[config.mk]
export PLATFORM = sky130hd
export DESIGN_NAME = mem_access_ctrl_flat
export DESIGN_NICKNAME = d
export VERILOG_FILES = /design/src/rtl/mem_access_ctrl_if.sv /design/src/rtl/mem_access_ctrl.sv /design/src/flat_wrapper.sv
export SDC_FILE = /design/constraint.sdc
export NUM_CORES = 1
export LEC_CHECK = 0
export BUFFER_PORTS_ARGS = -buffer_cell sky130_fd_sc_hd__buf_2
export CORE_UTILIZATION = 54
export CTS_BUF_LIST = sky130_fd_sc_hd__clkbuf_8
export DETAILED_ROUTE_END_ITERATION = 12
export HOLD_SLACK_MARGIN = 0.02
export PLACE_DENSITY = 0.85
export SYNTH_ARGS = -nofsm -noshare
export SYNTH_HDL_FRONTEND = slang
export SYNTH_SLANG_ARGS = --single-unit
[constraint.sdc]
create_clock -name clk -period 4.5 [get_ports clk]
set_clock_uncertainty 0.15 [all_clocks]
set_input_delay 0.225 -clock clk [delete_from_list [all_inputs] [get_ports clk]]
set_output_delay 0.225 -clock clk [all_outputs]
set_load 0.02 [all_outputs]
[src/rtl/mem_access_ctrl_if.sv]
// System-bus side of the MEM-stage access controller: word-wide req/ack bus.
// master = controller, slave = bus bridge (or its model).
interface mem_access_ctrl_if;
  logic        bus_req;
  logic        bus_we;
  logic [31:0] bus_addr;
  logic [3:0]  bus_be;
  logic [31:0] bus_wdata;
  logic        bus_ack;
  logic [31:0] bus_rdata;
  logic        bus_err;

  modport master (output bus_req, bus_we, bus_addr, bus_be, bus_wdata,
                  input  bus_ack, bus_rdata, bus_err);
  modport slave  (input  bus_req, bus_we, bus_addr, bus_be, bus_wdata,
                  output bus_ack, bus_rdata, bus_err);
endinterface

[src/rtl/mem_access_ctrl.sv]
// MEM-stage load/store sequencer: alignment trap, byte enables, store lane
// replication, load lane select/extension. Define MEM_TIMEOUT_EN for bus-ack timeout.
module mem_access_ctrl #(
  parameter int TIMEOUT_CYCLES = 255
) (
  input  logic        clk,
  input  logic        reset_n,
  input  logic        mem_req,
  input  logic        mem_we,
  input  logic [31:0] mem_addr,
  input  logic [31:0] mem_wdata,
  input  logic [1:0]  op_width,
  input  logic        load_signed,
  output logic [31:0] mem_rdata,
  output logic        mem_stall,
  output logic        mem_done,
  output logic        addr_err,
  output logic        bus_fault,
  mem_access_ctrl_if.master bus
);

  typedef enum logic [1:0] {IDLE, BUSY, DONE, ERR} state_t;

  typedef struct packed {
    logic [1:0] lane;
    logic [1:0] width;
    logic       sgn;
  } req_t;

  localparam logic [1:0] W_WORD = 2'b00;
  localparam logic [1:0] W_HALF = 2'b01;

  if (TIMEOUT_CYCLES < 1 || TIMEOUT_CYCLES > 255) begin : g_bad_timeout
    $error("TIMEOUT_CYCLES must be within 1..255");
  end

  state_t      state, state_n;
  req_t        req_q;
  logic        illegal;
  logic        timeout;
  logic [3:0]  be_n;
  logic [31:0] wdata_n;
  logic [31:0] ext;
  logic [15:0] half;
  logic [7:0]  bsel;

  always_comb begin
    illegal = 1'b0;
    be_n    = 4'b0000;
    wdata_n = mem_wdata;
    case (op_width)
      2'b00: begin
        illegal = |mem_addr[1:0];
        be_n    = 4'b1111;
      end
      2'b01: begin
        illegal = mem_addr[0];
        be_n    = mem_addr[1] ? 4'b1100 : 4'b0011;
        wdata_n = {2{mem_wdata[15:0]}};
      end
      2'b10: begin
        be_n    = 4'b0001 << mem_addr[1:0];
        wdata_n = {4{mem_wdata[7:0]}};
      end
      default: illegal = 1'b1;
    endcase
  end

  // Lane select uses the latched address bits; the live mem_* inputs may change in BUSY.
  always_comb begin
    half = req_q.lane[1] ? bus.bus_rdata[31:16] : bus.bus_rdata[15:0];
    bsel = bus.bus_rdata[8*req_q.lane +: 8];
    case (req_q.width)
      W_WORD:  ext = bus.bus_rdata;
      W_HALF:  ext = {{16{req_q.sgn & half[15]}}, half};
      default: ext = {{24{req_q.sgn & bsel[7]}}, bsel};
    endcase
  end

`ifdef MEM_TIMEOUT_EN
  localparam logic [7:0] TO_LAST = 8'(TIMEOUT_CYCLES - 1);
  logic [7:0] to_cnt;

  always_ff @(posedge clk or negedge reset_n) begin
    if (!reset_n)
      to_cnt <= '0;
    else if (state == IDLE && state_n == BUSY)
      to_cnt <= '0;
    else if (state == BUSY && !bus.bus_ack)
      to_cnt <= to_cnt + 8'd1;
  end

  // Fires on the BUSY cycle whose increment would reach the limit; ack that cycle wins.
  assign timeout = (state == BUSY) && !bus.bus_ack && (to_cnt == TO_LAST);
`else
  assign timeout = 1'b0;
`endif

  always_ff @(posedge clk or negedge reset_n) begin
    if (!reset_n) state <= IDLE;
    else          state <= state_n;
  end

  always_comb begin
    state_n = state;
    case (state)
      IDLE:    if (mem_req) state_n = illegal ? ERR : BUSY;
      BUSY:    if (bus.bus_ack || timeout) state_n = DONE;
      default: state_n = IDLE;
    endcase
  end

  always_ff @(posedge clk or negedge reset_n) begin
    if (!reset_n) begin
      bus.bus_req   <= 1'b0;
      bus.bus_we    <= 1'b0;
      bus.bus_addr  <= '0;
      bus.bus_be    <= '0;
      bus.bus_wdata <= '0;
      mem_rdata     <= '0;
      mem_done      <= 1'b0;
      addr_err      <= 1'b0;
      bus_fault     <= 1'b0;
      req_q         <= '0;
    end else begin
      mem_done  <= 1'b0;
      addr_err  <= 1'b0;
      bus_fault <= 1'b0;
      case (state)
        IDLE: if (mem_req) begin
          if (illegal) begin
            addr_err  <= 1'b1;
            mem_done  <= 1'b1;
            mem_rdata <= '0;
          end else begin
            bus.bus_req   <= 1'b1;
            bus.bus_we    <= mem_we;
            bus.bus_addr  <= {mem_addr[31:2], 2'b00};
            bus.bus_be    <= be_n;
            bus.bus_wdata <= wdata_n;
            req_q         <= '{lane: mem_addr[1:0], width: op_width, sgn: load_signed};
          end
        end
        BUSY: if (bus.bus_ack) begin
          bus.bus_req <= 1'b0;
          mem_done    <= 1'b1;
          bus_fault   <= bus.bus_err;
          if (bus.bus_err)      mem_rdata <= '0;
          else if (!bus.bus_we) mem_rdata <= ext;
        end else if (timeout) begin
          bus.bus_req <= 1'b0;
          mem_done    <= 1'b1;
          bus_fault   <= 1'b1;
          mem_rdata   <= '0;
        end
        default: ;
      endcase
    end
  end

  assign mem_stall = mem_req & ~(state == DONE || state == ERR);

endmodule

[src/flat_wrapper.sv]
// flat-port wrapper written by rule: the top's interface ports become plain ports
module mem_access_ctrl_flat 
#(
  parameter int TIMEOUT_CYCLES = 255
)
  (clk, reset_n, mem_req, mem_we, mem_addr, mem_wdata, op_width, load_signed, mem_rdata, mem_stall, mem_done, addr_err, bus_fault, bus_bus_req, bus_bus_we, bus_bus_addr, bus_bus_be, bus_bus_wdata, bus_bus_ack, bus_bus_rdata, bus_bus_err);
  mem_access_ctrl_if bus_i ();
  input  logic clk;
  input  logic reset_n;
  input  logic mem_req;
  input  logic mem_we;
  input  logic [31:0] mem_addr;
  input  logic [31:0] mem_wdata;
  input  logic [1:0] op_width;
  input  logic load_signed;
  output logic [31:0] mem_rdata;
  output logic mem_stall;
  output logic mem_done;
  output logic addr_err;
  output logic bus_fault;
  output wire logic [$bits(bus_i.bus_req)-1:0] bus_bus_req;
  output wire logic [$bits(bus_i.bus_we)-1:0] bus_bus_we;
  output wire logic [$bits(bus_i.bus_addr)-1:0] bus_bus_addr;
  output wire logic [$bits(bus_i.bus_be)-1:0] bus_bus_be;
  output wire logic [$bits(bus_i.bus_wdata)-1:0] bus_bus_wdata;
  input wire logic [$bits(bus_i.bus_ack)-1:0] bus_bus_ack;
  input wire logic [$bits(bus_i.bus_rdata)-1:0] bus_bus_rdata;
  input wire logic [$bits(bus_i.bus_err)-1:0] bus_bus_err;
  assign bus_bus_req = bus_i.bus_req;
  assign bus_bus_we = bus_i.bus_we;
  assign bus_bus_addr = bus_i.bus_addr;
  assign bus_bus_be = bus_i.bus_be;
  assign bus_bus_wdata = bus_i.bus_wdata;
  assign bus_i.bus_ack = bus_bus_ack;
  assign bus_i.bus_rdata = bus_bus_rdata;
  assign bus_i.bus_err = bus_bus_err;
  mem_access_ctrl #(.TIMEOUT_CYCLES(TIMEOUT_CYCLES)) u_core (.clk(clk), .reset_n(reset_n), .mem_req(mem_req), .mem_we(mem_we), .mem_addr(mem_addr), .mem_wdata(mem_wdata), .op_width(op_width), .load_signed(load_signed), .mem_rdata(mem_rdata), .mem_stall(mem_stall), .mem_done(mem_done), .addr_err(addr_err), .bus_fault(bus_fault), .bus(bus_i));
endmodule
==> results of run 1 <==
cells by family (layout without fill, tap and decap cells):
group                      count (synthesis)  count (layout)  synth area share, %
and+or+nand+nor                           87              87                 8.19
buffers and inverters                     55             301                 5.50
other                                      1               2               0.0722
DFF                                      110             110                 53.0
adders and majority gates                  4               4                0.964
AOI/OAI and AO/OA                        147             147                 18.9
muxes                                     52              52                 13.3
state kept, by name, indices dropped and copies added (netlist names):
name / flops
u_core.bus_fault: 1
u_core.mem_rdata: 32
u_core.bus.bus_req: 1
u_core.state: 2
u_core.bus.bus_wdata: 32
u_core.bus.bus_be: 4
u_core.addr_err: 1
u_core.req_q: 5
u_core.mem_done: 1
u_core.bus.bus_addr: 30
u_core.bus.bus_we: 1
metal layers:
layer / vias up / part of all wire (%) / global-route usage [%]
li1: 2084 / - / -
met1: 2141 / 38 / 34.6
met2: 248 / 50 / 50.5
met3: 38 / 8.6 / 7.10
met4: 0 / 3.3 / 14.7
met5: - / 0 / 0
power groups by stage:
stage / registers (mW) / logic [mW] / clock network, mW
after global placement: 1.67 / 1.74 / 0
final: 1.68 / 1.83 / 0.652
after CTS: 1.67 / 1.82 / 0.672
after detailed placement: 1.69 / 1.78 / 0
after floorplan: 2.09 / 0.765 / 0
after global routing: 1.74 / 1.96 / 0.700
cells in the mapped netlist, types with 2 or more instances:
| cell | number |
|---|---|
| o2bb2ai_1 | 11 |
| o21a_1 | 3 |
| o21ai_0 | 70 |
| nor2_1 | 14 |
| dfrtp_1 | 110 |
| nor2b_1 | 11 |
| a21oi_1 | 11 |
| a22o_2 | 2 |
| buf_6 | 5 |
| inv_1 | 23 |
| buf_4 | 2 |
| buf_2 | 10 |
| o31ai_1 | 3 |
| mux2i_1 | 9 |
| nand2_1 | 53 |
| o211ai_1 | 4 |
| a21o_1 | 2 |
| nand2b_1 | 3 |
| mux2_2 | 14 |
| mux2_4 | 28 |
| buf_1 | 2 |
| a22oi_1 | 8 |
| a32o_1 | 4 |
| a22o_1 | 15 |
| a211oi_1 | 8 |
| ha_1 | 4 |
| clkbuf_1 | 11 |
worst min-delay path by stage:
stage | to | slack, ps | depth (start not counted)
final | u_core.mem_done$_DFF_PN0_ | 40 | 3
after global routing | u_core.mem_done$_DFF_PN0_ | 40 | 3
after CTS | u_core.bus.bus_wdata[13]$_DFFE_PN0P_ | 30 | 3
after detailed placement | u_core.mem_rdata[27]$_DFFE_PN0P_ | 220 | 1
after global placement | u_core.mem_rdata[30]$_DFFE_PN0P_ | 200 | 1
after floorplan | u_core.addr_err$_DFF_PN0_ | -220 | 0
per-stage QoR:
stage	hold WS, ps	power (mW)	instances	setup WS [ps]
final	43.4	4.17	832	1940
after global routing	44.5	4.40	832	1790
after CTS	27.2	4.17	832	1990
after detailed placement	215	3.47	765	1740
after global placement	199	3.41	765	1890
after floorplan	-221	2.85	457	2570
area by class of cell:
type,count,area [µm²]
repair buffers,263,1590
fillers,665,2310
well taps,129,161
flip-flops and latches,110,2750
multi-input cells,292,2170
clock inverters,6,95.1
inverters,23,86.3
clock buffers,9,124
critical path, cell delays in order, from the launching register on:
cell and delay (ps):
dfrtp_1 740, mux4_2 350, a21boi_2 60, nor2b_1 920, a22o_2 280
timing repair:
item / in CTS / in global routing
endpoints found under the setup margin: 0 / 0
buffers inserted: 0 / 0
endpoints found under the hold margin: 114 / 0
hold buffers: 52 / 0
==> out/qor.csv, run 1 <==
stage;metric;value;unit
power;p_sw;1.71;mW
floorplan;io_pins;211;
final_layout;final_nets;808;
yosys;avgSynthCellArea;11.4;µm²
clocking;cts.sinks;110;
drt;drt_iter0_drc;167;
clocking;cts_root_buf;clkbuf_8;
final_layout;final_cell_mix;buf_2 (207), dfrtp_1 (110), o21ai_0 (70);
timing;fin_crit_sh;56.8;%
hold_path;hp-start;bus_bus_ack;
final_layout;drive_gt1_share;40.3;%
placement;dpl_cell_area;6230;µm²
yosys;synth_enable_flop_cells;0;
worst_setup_path;rrSetupSlack;1940;ps
worst_setup_path;cp-endpoint;u_core.mem_rdata[16]$_DFFE_PN0P_;
grt;globalRoute.totalOverflow;0;
power;combPwrFrac;43.9;%
clocking;clk_path_buf_depth;2;
yosys;synth.largest_area_cell;dfrtp_1;
clocking;cts_resized;0;
drt;drcViolationCount;0;
worst_setup_path;r2r_start;u_core.req_q[4]$_DFFE_PN0P_;
clocking;cts_tree;done;
worst_setup_path;reg2reg_to;u_core.mem_rdata[16]$_DFFE_PN0P_;
timing;period_minus_slack;2560;ps
grt;grt_pass1_vias;4731;
timing;worst_slew_pin_slew;1300;ps
power;vdd_drop_max;0.334;mV
worst_setup_path;end_kind;flop;
floorplan;core;9280;µm²
floorplan;rows;35;
yosys;postSynthRegisterBits;110;
worst_setup_path;criticalPathCategory;flop to flop;
timing;rsz0062_at_grt;false;
floorplan;dieArea;10000;µm²
drt;num_vias;4511;
yosys;seq_area_frac_synth;53.0;%
worst_setup_path;crit_fanout;16;
timing;maxSlewViolCount;0;
status;status;finished, final reports clean;
final_layout;fin_area;6970;µm²
timing;setup_viol;0;
hold_path;holdCritPathClass;primary input to flop;
clocking;htree_levels;3;
worst_setup_path;worst_ep_arrival_time;2700;ps
timing;finalHoldViolations;0;
run;cap_violations;0;
placement;port_buffers;208;
power;powerDensity;597;nW/µm²
clocking;path_clk_slew;100;ps
yosys;syn_area;5190;µm²
grt;grt_max_degree;71;
power;leakage;3.63;nW
clocking;numCtsBuffers;9;
final_layout;area_delta_synth_final;34.3;%
yosys;synth_ff_type;dfrtp_1;
placement;dp_hpwl;9670;µm
yosys;yosys-top-cells-area;dfrtp_1 (53%), mux2_4 (8.1%), o21ai_0 (6.7%), nand2_1 (3.8%), mux2_2 (3.0%);
grt;grt_pass1_wl;22800;µm
power;swShare;40.9;%
final_layout;post-route-util;75.1;%
worst_setup_path;startpoint_type;flop;
floorplan;start_util;55.9;%
worst_setup_path;worstSetupStartpoint;u_core.req_q[4]$_DFFE_PN0P_;
timing;max_clock_freq;0.391;GHz
clocking;clk_latency;350;ps
yosys;netlist_instances;456;
final_layout;diodes;0;
grt;track_usage;29.4;%
floorplan;fp.dieH;100;µm
yosys;yosysUniqueCellTypes;43;
drt;drt-pass1-iter-count;5;
timing;finalSetupTns;0;ps
placement;routabilityCongestion;0.853;
floorplan;die_w;100;µm
yosys;yosys_warnings;0;
drt;wl_per_cell;17.4;µm
worst_setup_path;cp.required;4640;ps
timing;relSlewSlack;13.0;%
worst_setup_path;reg2regPathDepth;4;
power;clkPwrFrac;15.6;%
final_layout;final_common_cell;buf_2;
grt;grt_antenna_before_repair;0;
drt;viasPerCell;5.42;
drt;antenna_left;0;
power;power.internal;2.46;mW
yosys;ys_async_sr_fraction;100;%
drt;drt_wl_total;14500;µm
yosys;synth_top_cell_area_share;53.0;%
power;seq_power_share;40.4;%
No activity file was read; power rests on OpenSTA's default activity.
==> inputs of run 2 (changes only) <==
- CORE_UTILIZATION: 54 -> 45
- PLACE_DENSITY: 0.85 -> 0.75
- clock period: 4.5 -> 2.12 ns (I/O delays scaled with it)
==> out/qor.csv, run 2 (synthesized netlist as in run 1, its figures left out) <==
stage;metric;value;unit;change
final_layout;final_cell_mix;buf_2 (207), dfrtp_1 (110), dlygate4sd3_1 (104);;
drt;drt-pass1-iter-count;7;;+2
power;vdd_drop_max;0.888;mV;+170%
worst_setup_path;end_kind;flop;;
final_layout;top_regs;u_core.bus.bus_wdata: 32 flops, u_core.mem_rdata: 32 flops, u_core.bus.bus_addr: 30 flops;;
timing;relSlewSlack;54.8;%;+42 points
final_layout;diodes;0;;unchanged
drt;antenna_left;0;;unchanged
hold_path;hold-path-cell-count;5;;+2
final_layout;final_common_cell;buf_2;;
floorplan;dieArea;12000;µm²;+20%
grt;track_usage;27.0;%;-2.4 points
grt;grt_pass1_wl;24500;µm;+7.3%
grt;globalRoute.totalOverflow;0;;unchanged
floorplan;fp.dieH;109;µm;+9.4%
clocking;cts.sinks;110;;unchanged
placement;dp_hpwl;10300;µm;+6.3%
clocking;clk_path_buf_depth;2;;unchanged
floorplan;die_w;109;µm;+9.4%
worst_setup_path;cp.required;2230;ps;-2410 ps
drt;viasPerCell;5.32;;-1.9%
clocking;cts_tree;done;;
floorplan;rows;38;;+8.6%
grt;grt_pass1_vias;5055;;+6.8%
hold_path;hp-start;bus_bus_rdata[24];;
status;status;finished, final reports clean;;
worst_setup_path;reg2reg_to;u_core.mem_rdata[15]$_DFFE_PN0P_;;
worst_setup_path;cp_slowest_cell;mux4_2;;
timing;finalSetupTns;0;ps;unchanged
worst_setup_path;criticalPathCategory;flop to flop;;
final_layout;area_delta_synth_final;47.8;%;
drt;drcViolationCount;0;;unchanged
worst_setup_path;max_stage_delay;540;ps;-380 ps
timing;hold_ws;40.8;ps;-2.62 ps
worst_setup_path;reg2regPathDepth;4;;unchanged
power;powerDensity;1180;nW/µm²;+98%
worst_setup_path;worst_ep_arrival_time;1980;ps;-720 ps
drt;drt_iter0_drc;317;;+90%
worst_setup_path;r2r_start;u_core.req_q[3]$_DFFE_PN0P_;;
timing;worst_slew_pin_slew;674;ps;-629 ps
drt;num_vias;4850;;+7.5%
final_layout;final_nets;876;;+8.4%
clocking;postCtsSetupBuffers;0;;unchanged
timing;finalHoldViolations;0;;unchanged
timing;maxSlewViolCount;0;;unchanged
run;cap_violations;0;;unchanged
final_layout;drive_gt1_share;39.1;%;-1.1 points
timing;rsz0062_at_grt;false;;
placement;routabilityCongestion;0.826;;-3.2%
worst_setup_path;rrSetupSlack;250;ps;-1690 ps
timing;period_minus_slack;1870;ps;-689 ps
clocking;clk_latency;380;ps;+30 ps
floorplan;core;11000;µm²;+19%
floorplan;io_pins;211;;unchanged
clocking;path_clk_slew;100;ps;about the same
timing;setup_viol;0;;unchanged
grt;grt_max_degree;63;;-11%
placement;port_buffers;208;;unchanged
clocking;cts_root_buf;clkbuf_8;;
grt;grt_antenna_before_repair;0;;unchanged
hold_path;min_to;u_core.mem_rdata[0]$_DFFE_PN0P_;;
floorplan;start_util;47.1;%;-8.9 points
hold_path;holdCritPathClass;primary input to flop;;
drt;drt_wl_total;15800;µm;+8.8%
worst_setup_path;crit_chain;mux4_2, a21boi_2, nand2b_1, o2bb2ai_1;;
worst_setup_path;crit_fanout;8;;-8
drt;wl_per_cell;17.3;µm;-0.74%
timing;fin_crit_sh;88.1;%;+31 points
worst_setup_path;startpoint_type;flop;;
power;leakage;3.94;nW;+8.6%
timing;max_clock_freq;0.535;GHz;+37%
clocking;htree_levels;3;;unchanged
clocking;numCtsBuffers;9;;unchanged
## run 2: worst max path at each step
| stage | start | endpoint | depth (start not counted) |
|---|---|---|---|
| 2_1_floorplan | u_core.state[1]$_DFFE_PN0P_ | u_core.mem_rdata[28]$_DFFE_PN0P_ | 5 |
| 3_3_place_gp | u_core.req_q[3]$_DFFE_PN0P_ | u_core.mem_rdata[16]$_DFFE_PN0P_ | 4 |
| 3_5_place_dp | u_core.req_q[3]$_DFFE_PN0P_ | u_core.mem_rdata[16]$_DFFE_PN0P_ | 4 |
| 4_1_cts | u_core.req_q[4]$_DFFE_PN0P_ | u_core.mem_rdata[8]$_DFFE_PN0P_ | 5 |
| 5_1_grt | u_core.req_q[3]$_DFFE_PN0P_ | u_core.mem_rdata[8]$_DFFE_PN0P_ | 4 |
| 6_report | u_core.req_q[3]$_DFFE_PN0P_ | u_core.mem_rdata[15]$_DFFE_PN0P_ | 4 |
## run 2: cell type report
type | instances | area (µm²)
multi-input combinational | 292 | 2170
clock inverter | 5 | 57.6
fill | 796 | 3360
sequential | 110 | 2750
tap | 140 | 175
inverter | 23 | 86.3
clock buffer | 11 | 151
timing repair buffer | 331 | 2280
## run 2: per-layer routing
metal,vias up,track usage (%),part of all wire [%]
li1,2224,-,-
met4,0,11.6,2.6
met1,2344,31.5,39
met3,35,6.52,7.9
met5,-,0,0
met2,247,47.1,50
## run 2: repair_timing
action	in CTS	in global routing
endpoints found under the setup margin	16	1
endpoints found under the hold margin	216	0
hold buffers	104	0
resized for setup	1	1
## run 2: report_power, final
| part | switching [mW] | leakage (nW) | internal, mW |
|---|---|---|---|
| registers | 0.532 | 1.38 | 2.94 |
| clock network | 0.727 | 0.0976 | 0.609 |
| logic | 2.47 | 2.46 | 1.79 |
## run 2: critical path, delay by kind of cell (launching register included)
| family | cells | cell delay (ps) |
|---|---|---|
| compound gates | 2 | 320 |
| mux | 1 | 540 |
| flops | 1 | 390 |
| simple gates | 1 | 350 |
## run 2: per-stage QoR
| step | utilization [%] | instances | total power, mW | instance area, µm² | setup WS [ps] |
|---|---|---|---|---|---|
| floorplan | - | 457 | 6.06 | 5190 | 190 |
| CTS | 69.5 | 912 | 9.05 | 7670 | 225 |
| global placement | 58.2 | 792 | 7.39 | 6420 | 5.90 |
| finish | 69.6 | 912 | 9.06 | 7670 | 251 |
| global route | 69.6 | 912 | 9.59 | 7670 | 131 |
| detailed placement | 58.2 | 792 | 7.54 | 6420 | -98.3 |
==> inputs of run 3 (changes only) <==
- ABC_AREA: not set -> 1
- CORE_UTILIZATION: 45 -> 46
- SETUP_SLACK_MARGIN: not set -> 0.5
==> out/qor.csv, run 3 <==
stage;metric;value;unit;change
grt;use_met2;50.0;%;+2.9 points
yosys;seq_area_frac_synth;48.2;%;-4.8 points
power;seq_power_share;31.6;%;-6.7 points
hold_path;holdCritPathClass;primary input to flop;;
final_layout;diodes;0;;unchanged
floorplan;die_w;113;µm;+3.6%
clocking;htree_levels;3;;unchanged
grt;globalRoute.totalOverflow;0;;unchanged
timing;max_clock_freq;0.579;GHz;+8.3%
power;leakage;4.66;nW;+18%
worst_setup_path;cp_slowest_cell;dfrtp_1;;
timing;worst_slew_pin_slew;526;ps;-148 ps
grt;use_met1;34.5;%;+3.0 points
clocking;clk_latency;390;ps;about the same
placement;routabilityCongestion;0.866;;+4.9%
floorplan;dieArea;12900;µm²;+7.4%
timing;maxSlewViolCount;0;;unchanged
grt;grt_max_degree;65;;+3.2%
timing;setup_viol;0;;unchanged
status;status;finished, final reports clean;;
placement;port_buffers;208;;unchanged
grt;grt_pass1_wl;29400;µm;+20%
yosys;netlist_instances;741;;+63%
yosys;synth_top_cell_area_share;48.2;%;-4.8 points
final_layout;fill_cells;897;;+13%
power;clkPwrFrac;12.9;%;-1.8 points
grt;grt_antenna_before_repair;1;;+1
yosys;synth_enable_flop_cells;0;;unchanged
yosys;yosys-top-cells-area;dfrtp_1 (48%), nand2_1 (20%), nor2_1 (4.9%), nand3_1 (4.8%), o21ai_0 (4.6%);;
drt;num_vias;6389;;+32%
final_layout;final_common_cell;nand2_1;;
yosys;yosys_warnings;0;;unchanged
clocking;cts_root_buf;clkbuf_8;;
final_layout;top_regs;u_core.bus.bus_wdata: 32 flops, u_core.mem_rdata: 32 flops, u_core.bus.bus_addr: 30 flops;;
grt;grt_util_met3;7.92;%;+1.4 points
grt;track_usage;29.5;%;+2.5 points
power;powerDensity;1360;nW/µm²;+15%
timing;fin_crit_sh;81.4;%;-6.7 points
timing;finalSetupTns;0;ps;unchanged
yosys;ys_async_sr_fraction;100;%;unchanged
worst_setup_path;criticalPathCategory;flop to flop;;
placement;dp.cells;1089;;+38%
yosys;postSynthRegisterBits;110;;unchanged
final_layout;regArea;2760;µm²;about the same
drt;drcViolationCount;0;;unchanged
power;power.internal;6.10;mW;+14%
timing;finalHoldViolations;0;;unchanged
timing;period_minus_slack;1730;ps;-143 ps
placement;dpl_cell_area;6770;µm²;+5.4%
placement;dp_hpwl;11200;µm;+8.8%
worst_setup_path;max_stage_delay;410;ps;-130 ps
floorplan;rows;40;;+5.3%
worst_setup_path;cp.required;2260;ps;+30 ps
floorplan;core;12100;µm²;+9.3%
timing;rsz0062_at_grt;true;;
clocking;numCtsBuffers;9;;unchanged
final_layout;final_cell_mix;nand2_1 (296), buf_2 (205), dfrtp_1 (108);;
final_layout;drive_gt1_share;30.1;%;-9.1 points
final_layout;fin_area;8540;µm²;+11%
grt;grt_pass1_vias;6080;;+20%
drt;drt-pass1-iter-count;8;;+1
yosys;synth_ff_type;dfrtp_1;;
drt;drt_wl_total;20600;µm;+31%
worst_setup_path;worstSetupStartpoint;u_core.state[0]$_DFFE_PN0P_;;
yosys;synth.largest_area_cell;dfrtp_1;;
yosys;yosysUniqueCellTypes;27;;-37%
power;swShare;47.4;%;+6.3 points
clocking;cts_tree;done;;
clocking;clk_path_buf_depth;2;;unchanged
worst_setup_path;critPathBufInv;3;;+3
drt;antenna_left;0;;unchanged
timing;relSlewSlack;64.9;%;+10 points
power;vdd_drop_max;0.815;mV;-8.2%
worst_setup_path;path_delay_family;simple AND/OR/NAND/NOR gates;;
grt;grt.busiest_layer;met2;;
final_layout;final_nets;1162;;+33%
hold_path;hp-start;mem_addr[0];;
worst_setup_path;startpoint_type;flop;;
clocking;path_clk_slew;110;ps;about the same
power;p_sw;5.49;mW;+47%
worst_setup_path;crit_chain;nor2_2, nand2_2, nor2_4, buf_12, buf_12, inv_8, nand2_1, nand2_1;;
power;combPwrFrac;55.5;%;+8.5 points
final_layout;multi_input_area;2590;µm²;+19%
worst_setup_path;worst_ep_arrival_time;1870;ps;-110 ps
floorplan;fp.dieH;113;µm;+3.6%
drt;viasPerCell;5.21;;-2.0%
yosys;synth_common_cells;nand2_1 (300), dfrtp_1 (110), nor2_1 (74);;
floorplan;io_pins;211;;unchanged
yosys;avgSynthCellArea;7.70;µm²;-32%
run;cap_violations;0;;unchanged
drt;wl_per_cell;16.8;µm;-2.8%
worst_setup_path;r2r_start;u_core.state[0]$_DFFE_PN0P_;;
floorplan;start_util;47.3;%;+0.24 points
worst_setup_path;end_kind;flop;;
final_layout;area_delta_synth_final;49.8;%;
clocking;cts.sinks;110;;unchanged
yosys;syn_area;5710;µm²;+9.9%
yosys;yosysMostFrequentCell;nand2_1;;
drt;drt_iter0_drc;593;;+87%
final_layout;instances_no_fill;1226;;+34%
worst_setup_path;crit_fanout;8;;unchanged
-- run 3: cell type report --
| class | count | share of cell area, % |
|---|---|---|
| clock buffer | 10 | 1.61 |
| clock inverter | 6 | 1.08 |
| inverter | 44 | 2.45 |
| multi-input combinational | 549 | 30.3 |
| sequential | 110 | 32.2 |
| tap | 168 | 2.46 |
| timing repair buffer | 335 | 29.2 |
| timing repair inverter | 4 | 0.688 |
-- run 3: final timing paths --
kind                                                        to  slack (ps)  cells past startpoint
min                                u_core.req_q[3]$_DFFE_PN0P_          30                      4
max                        u_core.bus.bus_addr[27]$_DFFE_PN0P_         390                      8
max in group asynchronous     u_core.mem_rdata[29]$_DFFE_PN0P_        1090                      3
min in group asynchronous      u_core.mem_rdata[9]$_DFFE_PN0P_          60                      2
min reg2reg                u_core.bus.bus_addr[13]$_DFFE_PN0P_         330                      2
max reg2reg                u_core.bus.bus_addr[27]$_DFFE_PN0P_         390                      8
-- run 3: timing repair --
item / 4_1_cts / 5_1_grt
endpoints found under the hold margin: 193 / 0
setup endpoints to repair: 101 / 79
pin swaps: 6 / 4
hold buffers: 89 / 0
setup buffers: 6 / 8
resized for setup: 11 / 51
cloned: 2 / 16
-- run 3: kinds of logic (layout without fill, tap and decap cells) --
family / after synthesis / in the layout / synth area share (%)
AOI/OAI and AO/OA: 81 / 81 / 8.09
adders and majority gates: 4 / 4 / 0.877
DFF: 110 / 110 / 48.2
and+or+nand+nor: 459 / 462 / 34.1
buffers and inverters: 86 / 399 / 8.60
other: 1 / 2 / 0.0657
-- run 3: metal layers --
| layer | vias up | part of all wire [%] |
|---|---|---|
| met4 | 0 | 5.1 |
| met3 | 91 | 8.9 |
| met5 | - | 0 |
| li1 | 2954 | - |
| met2 | 387 | 49 |
| met1 | 2957 | 37 |
-- run 3: power by group through the flow --
stage               Sequential (mW)  Combinational, mW  Clock (mW)
finish                         3.66               6.44        1.49
global route                   3.75               6.95        1.58
CTS                            3.61               5.64        1.51
detailed placement             3.62               5.23           0
global placement               3.63               5.15           0
floorplan                      4.66               2.74           0
-- run 3: per-stage QoR --
| step | util (%) | hold slack (ps) | worst slack [ps] | power, mW |
|---|---|---|---|---|
| after global placement | 56.1 | -37.2 | 156 | 8.78 |
| final | 70.8 | 30.7 | 394 | 11.6 |
| after CTS | 66.7 | 46.5 | 499 | 10.8 |
| after detailed placement | 56.1 | -35.6 | 83.4 | 8.86 |
| after floorplan | - | -340 | 611 | 7.40 |
| after global routing | 70.8 | 64.8 | 327 | 12.3 |
-- run 3: worst min-delay path, stage by stage --
cell and delay (ps):
dlymetal6s4s_1 190, buf_6 140, nand2_1 50, nand2_1 60
